### src/rtl/dmem_arbiter.sv
// dmem_arbiter
//   Shares the single-port data memory between the pipeline MEM stage (CPU)
//   and an auxiliary master (AUX, e.g. loader or debug port). Each granted
//   access runs IDLE -> ACCESS -> DONE. Writes spend one ACCESS cycle. Reads
//   spend MEM_LATENCY ACCESS cycles. IDLE always separates two accesses.
//
// Parameters
//   MEM_LATENCY   cycles from address presentation to valid d_data_read (1..8)
//
// Ports
//   clk, reset                      rising-edge clock, synchronous active-high reset
//   cpu_req/we/addr/wdata           MEM stage request, held stable while stalled
//   cpu_rdata                       registered CPU load data
//   cpu_stall                       combinational pipeline freeze
//   aux_valid/we/addr/wdata         AUX request, held until aux_ready
//   aux_ready, aux_rvalid           one-cycle AUX completion (rvalid on reads only)
//   aux_rdata                       registered AUX read data
//   d_address, d_data_write         registered memory address / write data
//   d_write_enable                  registered write strobe, first ACCESS cycle only
//   d_data_read                     memory read data

module dmem_arbiter #(
  parameter int unsigned MEM_LATENCY = 2
) (
  input  logic        clk,
  input  logic        reset,
  input  logic        cpu_req,
  input  logic        cpu_we,
  input  logic [31:0] cpu_addr,
  input  logic [31:0] cpu_wdata,
  output logic [31:0] cpu_rdata,
  output logic        cpu_stall,
  input  logic        aux_valid,
  input  logic        aux_we,
  input  logic [31:0] aux_addr,
  input  logic [31:0] aux_wdata,
  output logic        aux_ready,
  output logic        aux_rvalid,
  output logic [31:0] aux_rdata,
  output logic [31:0] d_address,
  output logic [31:0] d_data_write,
  output logic        d_write_enable,
  input  logic [31:0] d_data_read
);

  typedef enum logic [1:0] {
    IDLE,
    ACCESS,
    DONE
  } state_t;

  localparam logic       OWNER_CPU = 1'b0;
  localparam logic       OWNER_AUX = 1'b1;
  localparam logic [3:0] LAST_CNT  = 4'(MEM_LATENCY - 1);

  state_t      state_q, state_d;
  logic        owner_q, owner_d;
  logic        last_grant_q, last_grant_d;
  logic [3:0]  cnt_q, cnt_d;
  logic        we_q, we_d;
  logic [31:0] d_address_q, d_address_d;
  logic [31:0] d_data_write_q, d_data_write_d;
  logic        d_write_enable_q, d_write_enable_d;
  logic [31:0] cpu_rdata_q, cpu_rdata_d;
  logic [31:0] aux_rdata_q, aux_rdata_d;

  logic        any_req;
  logic        grant_aux;
  logic        access_last;

  // Round-robin: AUX wins when alone, or on a tie when the CPU had the last grant.
  assign any_req     = cpu_req | aux_valid;
  assign grant_aux   = aux_valid & (~cpu_req | (last_grant_q == OWNER_CPU));
  assign access_last = we_q | (cnt_q == LAST_CNT);

  // State register and all datapath flops; reset aborts any access in flight.
  always_ff @(posedge clk) begin
    if (reset) begin
      state_q          <= IDLE;
      owner_q          <= OWNER_CPU;
      last_grant_q     <= OWNER_AUX;
      cnt_q            <= 4'd0;
      we_q             <= 1'b0;
      d_address_q      <= 32'd0;
      d_data_write_q   <= 32'd0;
      d_write_enable_q <= 1'b0;
      cpu_rdata_q      <= 32'd0;
      aux_rdata_q      <= 32'd0;
    end else begin
      state_q          <= state_d;
      owner_q          <= owner_d;
      last_grant_q     <= last_grant_d;
      cnt_q            <= cnt_d;
      we_q             <= we_d;
      d_address_q      <= d_address_d;
      d_data_write_q   <= d_data_write_d;
      d_write_enable_q <= d_write_enable_d;
      cpu_rdata_q      <= cpu_rdata_d;
      aux_rdata_q      <= aux_rdata_d;
    end
  end

  // Next-state logic.
  always_comb begin
    state_d = state_q;
    case (state_q)
      IDLE:    if (any_req) state_d = ACCESS;
      ACCESS:  if (access_last) state_d = DONE;
      DONE:    state_d = IDLE;
      default: state_d = IDLE;
    endcase
  end

  // Datapath: latch the winner on a grant, count read latency, capture read data.
  // The write strobe is loaded on the grant so it is high for the first ACCESS cycle only.
  always_comb begin
    owner_d          = owner_q;
    last_grant_d     = last_grant_q;
    cnt_d            = cnt_q;
    we_d             = we_q;
    d_address_d      = d_address_q;
    d_data_write_d   = d_data_write_q;
    d_write_enable_d = 1'b0;
    cpu_rdata_d      = cpu_rdata_q;
    aux_rdata_d      = aux_rdata_q;
    case (state_q)
      IDLE: begin
        if (any_req) begin
          owner_d          = grant_aux;
          last_grant_d     = grant_aux;
          cnt_d            = 4'd0;
          we_d             = grant_aux ? aux_we    : cpu_we;
          d_address_d      = grant_aux ? aux_addr  : cpu_addr;
          d_data_write_d   = grant_aux ? aux_wdata : cpu_wdata;
          d_write_enable_d = grant_aux ? aux_we    : cpu_we;
        end
      end
      ACCESS: begin
        if (!we_q) begin
          cnt_d = cnt_q + 4'd1;
          if (cnt_q == LAST_CNT) begin
            if (owner_q == OWNER_AUX) aux_rdata_d = d_data_read;
            else                      cpu_rdata_d = d_data_read;
          end
        end
      end
      default: ;
    endcase
  end

  // Outputs. Completion is suppressed while reset is asserted, and the stall
  // simply follows cpu_req then.
  always_comb begin
    cpu_stall  = cpu_req & (reset | ~((state_q == DONE) & (owner_q == OWNER_CPU)));
    aux_ready  = ~reset & (state_q == DONE) & (owner_q == OWNER_AUX);
    aux_rvalid = aux_ready & ~we_q;
  end

  assign d_address      = d_address_q;
  assign d_data_write   = d_data_write_q;
  assign d_write_enable = d_write_enable_q;
  assign cpu_rdata      = cpu_rdata_q;
  assign aux_rdata      = aux_rdata_q;

endmodule

### config.mk
export PLATFORM = sky130hd
export DESIGN_NAME = dmem_arbiter
export DESIGN_NICKNAME = d
export VERILOG_FILES = /design/src/rtl/dmem_arbiter.sv
export SDC_FILE = /design/constraint.sdc
export NUM_CORES = 1
export LEC_CHECK = 0
export ABC_AREA = 1
export CORE_ASPECT_RATIO = 1.25
export CORE_MARGIN = 2
export CORE_UTILIZATION = 42
export CTS_BUF_LIST = sky130_fd_sc_hd__clkbuf_8
export DETAILED_ROUTE_END_ITERATION = 12
export PLACE_DENSITY = 0.83
export SLEW_MARGIN = 20
export SYNTH_ARGS = -nofsm -noshare
export SYNTH_HDL_FRONTEND = slang
export SYNTH_SLANG_ARGS = --single-unit
### constraint.sdc
create_clock -name clk -period 1.5 [get_ports clk]
set_input_delay 0.3 -clock clk [delete_from_list [all_inputs] [get_ports clk]]
set_output_delay 0.3 -clock clk [all_outputs]
set_load 0.1 [all_outputs]
Word level (Yosys, flattened, before mapping) --
Index checks and enable logic that the tools add are counted.
Word-level totals: input bits 166, bits in registers 138, logic and storage cells 52
Cells by class: reduce and logical (&&, ||, !) cells 8, bitwise operators 18, multiplexer cells 9, eq/ne operators 6, add/subtract/negate cells 1
Operators with widths (number):
- 2-to-1 mux 32 bit | 2
- 2-to-1 mux 4 bit | 2
- NOT 1 bit | 8
- case mux 4 bit (2 select lines) | 1
- AND reduction 4 bit | 2
- bitwise AND 1 bit | 6
- != test 2 bit, second input constant | 3
- adder 4 x 1 -> 4 bit, second input constant | 1
- == test 4 x 1 -> 1 bit, second input constant | 1
- 2-to-1 mux 2 bit | 2
- bitwise OR 1 bit | 4
- case mux 2 bit (2 select lines) | 1
- AND reduction 2 bit | 2
- AND reduction 3 bit | 1
- OR reduction 3 bit | 1
- == test 2 x 1 -> 1 bit, second input constant | 1
- == test 2 bit, second input constant | 1
- logical NOT 2 bit | 1
- nonzero test 2 bit | 1
- 2-to-1 mux 1 bit | 1

Logic depth before layout (Yosys ltp) --
Gate-level depths: netlist (run 1).
depth in word-level cells 5, depth in mapped cells 9, depth with buffers taken out 8

Worst setup path after synthesis (run 1) --
No wires, ideal clock.
path kind in2out, start in reset, end out aux_rvalid, cell stages on the path 4, path buffers 1, setup slack -1.583 ns, arrival 2.783 ns, data required time 1.200 ns, path through inv_2 clkbuf_1 nand2_1 nor3_1
Between the ends: longest elaborated chain between the ends 4
RTL lines:
- start: declaration | RTL line 26 | input logic reset,
- NOT 1 bit | RTL line 155 | aux_ready = ~reset & (state_q == DONE) & (owner_q == OWNER_AUX);
- bitwise AND 1 bit (2 in a row) | RTL line 155
- bitwise AND 1 bit | RTL line 156 | aux_rvalid = aux_ready & ~we_q;
- end: declaration | RTL line 38 | output logic aux_rvalid,
No other way between the ends.

Worst setup path after layout (run 1) --
start reg state_q[1], end out cpu_stall
Between the ends: longest elaborated chain between the ends 5
RTL lines:
- start: declaration | RTL line 56 | state_t state_q, state_d;
- start signal: assignment | RTL line 90 | state_q <= state_d;
- == test 2 bit | RTL line 154 | cpu_stall = cpu_req & (reset | ~((state_q == DONE) & (owner_q == OWNER_CPU)));
- bitwise AND 1 bit | RTL line 154
- NOT 1 bit | RTL line 154
- bitwise OR 1 bit | RTL line 154
- bitwise AND 1 bit | RTL line 154
- end: declaration | RTL line 32 | output logic cpu_stall,
No other way between the ends.

==> qor.csv, run 1 <==
metric;value;unit
syn avg cell area;6.892;um2
WL/cell;15.16;um
Layout area overhead;86.09;%
Initial Utilization;0.4270;
final net count;1364;
Hold Path Class;input port to flop;
top cells by count, synth;nand2_1 (260), nor2_1 (169), dfxtp_1 (138), inv_1 (64), o21ai_1 (49);
top cell type's share of synthesized area;0.4529;
reg2reg end;d_address[15];
Leak;4.813;nW
post-synthesis sequential area ratio;0.4529;
Peak Freq;0.5575;GHz
flop2flop setup slack;0;ns
row cnt;49;
Seq cells post-synth;138;
Routed WL;21.03;mm
Slew HR;0.7323;
Mapped Area;6100;um2
Diodes inserted;0;
Hold Path End;d_address[28];
reg2reg path depth;8;
1st-pass router iterations;6;
endpoints failing setup;3;
clock root cell;clkbuf_8;
Slew @ Worst Pin;0.4016;ns
final hold vios;0;
final period utilization;1.196;
I/O Pins;298;
Worst Skew;0.01803;ns
Slew Viols, Final;0;
initial antenna violation count;0;
Die H;138.7;um
peak fanout along the critical path;2;
buffer levels on the longest clock path;2;
design area;11350;um2
EDFF count, synth;0;
Fill cells;884;
Post-synth ARST share;0;
final worst setup slack;-0.2937;ns
count leader, synth;nand2_1;
FF-to-FF Start;state_q[1];
Cell variety after synth;23;
yosys synthesis warning count;0;
PwrDens;1459;nW/um2
GRT overflow;0;
leading area contributor after synthesis;dfxtp_1;
Max rail drop VDD;1.077;mV
hold path startpoint;cpu_addr[28];
total number of vias;6725;
gr usage total;0.2541;
syn nets;1053;
first-pass GRT wire length;31.66;mm
shortest period the worst path allows;1.794;ns
share of layout cells above drive strength 1;0.2333;
status;finished with violations;
Area contributors post-synth;dfxtp_1 (45%), nand2_1 (16%), nor2_1 (10%);
vias in the first global route;6462;
critical path launch point type;flop;
Die Width;111.8;um
hold buffers post-CTS;0;
WS Path Type;flop to output port;
Via density;4.849;
clock sink count;138;
GP Congestion;0.8286;
largest net degree at the start of global routing;65;
RSZ-0062 raised after global routing;yes;
Post-DP HPWL;15.13;mm
Crit. End Element;output port;
number of max-cap violations;0;
cell count after synthesis;885;
DRC;0;
violated checks;setup timing;
main flop type after synthesis;dfxtp_1;
Setup TNS;-0.8542;ns
starting DRC count in detailed routing;329;
Placed Area;10640;um2
post-route ant nets;0;
clk slew on worst S/H paths;0.09;ns
IO Port Bufs;297;
CTS Buf Count;17;
Arrival @ worst endpoint;1.49;ns
worst hold slack;0.4607;ns
Worst Hold Path Cells;3;
CTS tree;built;
H-Tree Level Count;4;
core area;14290;um2
clk_lat worst skew;0.44;ns
required time of the critical path;1.20;ns
die area;15510;um2
==> placed cells by master (no fill, tap or decap) <==
cell type          n
a21oi_1           34
a31oi_4            1
buf_12           141
buf_4             28
buf_6              6
buf_8              1
bufinv_16          3
clkbuf_16          4
clkbuf_8          17
clkdlybuf4s50_1  165
clkinv_4           1
clkinvlp_4         4
dfxtp_1          135
dfxtp_2            2
dfxtp_4            1
ha_1               1
ha_2               1
inv_1             66
inv_2              2
inv_4              1
inv_6              4
nand2_1          256
nand2_2            3
nand2_4            2
nand3_1           34
nand3_2            2
nand3_4            2
nor2_1           167
nor2_2             1
nor2_4             5
nor2_8             2
nor3_4             1
o21ai_0           17
o21ai_1           51
o22ai_1            1
or2_2             47
==> power breakdown <==
group | total, W | switching [W] | internal [W]
clock | 0.00317 | 0.00152 | 0.00165
combinational | 0.00857 | 0.00540 | 0.00317
sequential | 0.00482 | 0.000597 | 0.00422
total | 0.0166 | 0.00752 | 0.00904
==> final cells by class <==
class | instances | area [um2] | share of cell area
clock buffers | 17 | 234.0 | 0.02061
clock inverters | 15 | 175.2 | 0.01543
inverters | 66 | 250.2 | 0.02205
multi-input cells | 628 | 2833 | 0.2496
flip-flops and latches | 138 | 2769 | 0.2439
well taps | 178 | 222.7 | 0.01962
repair buffers | 345 | 4867 | 0.4288
==> through the flow <==
stage	setup WS, ns	total power (W)	instances	util
floorplan	-0.3075	0.009765	885	-
global placement	-0.1986	0.01297	1340	0.7451
detailed placement	-0.2986	0.01310	1340	0.7451
CTS	-0.2697	0.01631	1375	0.7766
global route	-0.3774	0.01717	1387	0.7946
finish	-0.2937	0.01656	1387	0.7946
==> critical path, stage by stage, from the launching register on <==
cell and delay (ns):
dfxtp_2 0.35, inv_4 0.06, nor2_4 0.04, buf_4 0.13, buf_6 0.11, a31oi_4 0.17
buf_12 0.19
==> state kept, by name, indices dropped and copies added, names as in the netlist <==
name,count
owner_q,1
d_data_write,32
cpu_rdata,32
last_grant_q,1
state_q,2
we_q,1
cnt_q,4
aux_rdata,32
d_write_enable,1
d_address,32
==> what timing repair did <==
action	4_1_cts	5_1_grt
buffers inserted	3	7
endpoints found under the hold margin	0	0
pin swaps	2	7
gates cloned	0	5
setup endpoints to repair	3	37
gates resized for setup	7	21
==> worst max path at each step <==
stage	endpoint	start	cells past startpoint	slack [ns]
2_1_floorplan	cpu_stall	reset	3	-0.31
3_3_place_gp	aux_rvalid	reset	5	-0.20
3_5_place_dp	aux_rdata[28]	reset	6	-0.30
4_1_cts	aux_rvalid	state_q[1]	5	-0.27
5_1_grt	aux_rvalid	state_q[1]	5	-0.38
6_report	cpu_stall	state_q[1]	6	-0.29
==> logic make-up (layout without fill, tap and decap cells) <==
group	after synthesis	in the layout	share of synthesized area
simple gates	521	522	0.3569
flops	138	138	0.4529
compound gates	104	104	0.08574
fa+ha+maj	2	2	0.004102
buf+inv	120	443	0.1003
==> routing by layer <==
layer | GRT usage | up-vias | part of all wire
met3 | 0.09834 | 51 | 0.092
met4 | 0.1020 | 0 | 0.033
met5 | 0 | - | 0
met1 | 0.2626 | 3024 | 0.35
met2 | 0.4581 | 313 | 0.52
li1 | - | 3337 | -
No activity file was read; power rests on OpenSTA's default activity.
==> run 2: changes to the inputs <==
--- a/config.mk
+++ b/config.mk
@@ -8,11 +8,11 @@
 export ABC_AREA = 1
 export CORE_ASPECT_RATIO = 1.25
 export CORE_MARGIN = 2
-export CORE_UTILIZATION = 42
+export CORE_UTILIZATION = 45
 export CTS_BUF_LIST = sky130_fd_sc_hd__clkbuf_8
 export DETAILED_ROUTE_END_ITERATION = 12
-export PLACE_DENSITY = 0.83
-export SLEW_MARGIN = 20
+export PLACE_DENSITY = 0.88
+export SLEW_MARGIN = 5
 export SYNTH_ARGS = -nofsm -noshare
 export SYNTH_HDL_FRONTEND = slang
 export SYNTH_SLANG_ARGS = --single-unit
==> constraint.sdc (replaced) <==
create_clock -name clk -period 2.1 [get_ports clk]
set_input_delay 0.42 -clock clk [delete_from_list [all_inputs] [get_ports clk]]
set_output_delay 0.42 -clock clk [all_outputs]
set_load 0.1 [all_outputs]
==> run 2 against run 1 <==
The flow now finishes without violations. Total power fell by 39%. Die area fell by 6.5%. Via count shrank 6.5%. Hold slack worse by 0.0068 ns. Worst setup slack better by 0.39 ns. Flip-flop and latch count unchanged. First-iteration DRC count is 8.8% lower. Sequential share of layout area grew 5.5 points. Clock-buffer cell count is 1 higher. Critical path depth fell by 1. Clock skew fell by 0.0032 ns. Wire length fell by 13%. Largest cell class unchanged.
==> qor.csv, run 2 (synthesis results as in run 1) <==
metric;value;unit;change
Post-DP HPWL;13.42;mm;-11%
Max rail drop VDD;0.7357;mV;-32%
Via density;4.679;;-3.5%
Setup TNS;0;ns;+0.8542 ns
Diodes inserted;0;;unchanged
GRT overflow;0;;unchanged
Post-CTS Setup Inserts;0;;-3
Die Width;108.1;um;-3.3%
hold buffers post-CTS;0;;unchanged
number of max-cap violations;0;;unchanged
Slew @ Worst Pin;0.6434;ns;+0.2418 ns
endpoints failing setup;0;;-3
status;completed;;
critical path launch point type;flop;;
Initial Utilization;0.4610;;+0.03400
Peak Freq;0.5002;GHz;
clock sink count;138;;unchanged
I/O Pins;298;;unchanged
design area;9241;um2;-19%
Routed WL;18.21;mm;-13%
Leak;4.185;nW;-13%
initial antenna violation count;0;;unchanged
Placed Cells;1313;;-2.0%
Layout area overhead;51.51;%;
Placed Area;8857;um2;-17%
final period utilization;0.9520;;
share of layout cells above drive strength 1;0.2012;;-0.03206
WL/cell;13.55;um;-11%
Slew HR;0.5711;;-0.1612
CTS Buf Count;17;;unchanged
buffer levels on the longest clock path;2;;unchanged
worst hold slack;0.4539;ns;-0.006820 ns
starting DRC count in detailed routing;300;;-8.8%
die area;14510;um2;-6.5%
Hold Path Class;flop to flop;;
Slowest-stage cell, CP;dfxtp_1;;
CP max stage delay;0.35;ns;about the same
clk_lat worst skew;0.43;ns;about the same
row cnt;47;;-4.1%
largest net degree at the start of global routing;66;;+1.5%
WS Path Type;flop to output port;;
IO Port Bufs;297;;unchanged
final worst setup slack;0.1008;ns;+0.3946 ns
H-Tree Level Count;4;;unchanged
first-pass GRT wire length;28.12;mm;-11%
final hold vios;0;;unchanged
WP buf/inv;2;;-2
vias in the first global route;5744;;-11%
CP Cell Sequence;inv_1 -> nor2_1 -> nand2_1 -> nor3_4 -> buf_12;;
PwrDens;1102;nW/um2;-24%
clock root cell;clkbuf_8;;
core area;13230;um2;-7.4%
kind of cell adding the most delay to the critical path;simple AND/OR/NAND/NOR gates;;
Worst Skew;0.01479;ns;-0.003240 ns
gr usage total;0.2477;;-0.006406
Die H;134.2;um;-3.3%
GP Congestion;0.8374;;+1.1%
Post-Place Setup Slack;0.1316;ns;+0.4302 ns
clk slew on worst S/H paths;0.07;ns;-0.02 ns
post-route ant nets;0;;unchanged
1st-pass router iterations;4;;-2
DRC;0;;unchanged
peak fanout along the critical path;3;;+1
most frequent cells in the layout;nand2_1 (259), nor2_1 (168), clkdlybuf4s50_1 (165);;
CTS tree;built;;
total number of vias;6288;;-6.5%
Finished Layout Cells;1344;;-3.1%
Slew Viols, Final;0;;unchanged
required time of the critical path;1.68;ns;+0.48 ns
final net count;1329;;-2.6%
Crit. End Element;output port;;
most common cell after layout, fill and taps aside;nand2_1;;
Fill cells;1080;;+22%
shortest period the worst path allows;1.999;ns;
Arrival @ worst endpoint;1.58;ns;+0.09 ns
[run 2: cell count changes in the layout (fill, tap and decap cells not counted), sizes merged]
cell,change
clkinv,+3
buf,-30
clkbuf,-3
bufinv,-1
nor2,-1
inv,-4
[run 2: path summary, 6_finish.rpt]
kind / from / end / slack (ns) / cells past startpoint
max: state_q[1] / aux_rvalid / 0.10 / 5
min: d_data_write[10] / d_data_write[10] / 0.45 / 2
max reg2reg: cnt_q[0] / cpu_rdata[24] / 0.42 / 7
min reg2reg: d_data_write[10] / d_data_write[10] / 0.45 / 2
[run 2: what timing repair did]
item                       CTS  global route
hold endpoints to repair     0             0
setup endpoints to repair    0             1
resized for setup            0             1
[run 2: final cells by class]
class                   instances  area [um2]  area share
flip-flops and latches        138        2764      0.2991
clock inverters                13       130.1     0.01408
repair buffers                311        2885      0.3122
clock buffers                  18       247.7     0.02681
inverters                      66       247.7     0.02681
well taps                     171       214.0     0.02315
multi-input cells             627        2753      0.2979
[run 2: stage by stage]
step	utilization	total power [W]
CTS	0.6980	0.01025
finish	0.6984	0.01018
global route	0.6984	0.01061
detailed placement	0.6694	0.008162
floorplan	-	0.006968
global placement	0.6694	0.008113
[run 2: routing by layer]
metal,vias up,track usage,routed length [um],part of all wire
li1,3255,-,-,-
met1,2744,0.2775,7178,0.39
met2,251,0.4196,8778,0.48
met3,38,0.09329,1753,0.096
met4,0,0.1033,495,0.027
met5,-,0,0,0
[run 2: where the power goes]
part	internal (W)	switching, W	leakage [nW]
sequential	0.00301	0.000223	1.13
combinational	0.00117	0.00370	2.87
clock	0.00107	0.00101	0.189
[run 2: worst reg2reg max path: stages, from the launching register on]
cell and delay [ns]:
dfxtp_1 0.40, ha_1 0.21, nand3_1 0.18, nor2_8 0.31
buf_12 0.25, nand2_1 0.11, nand2_1 0.06, nor2_1 0.04
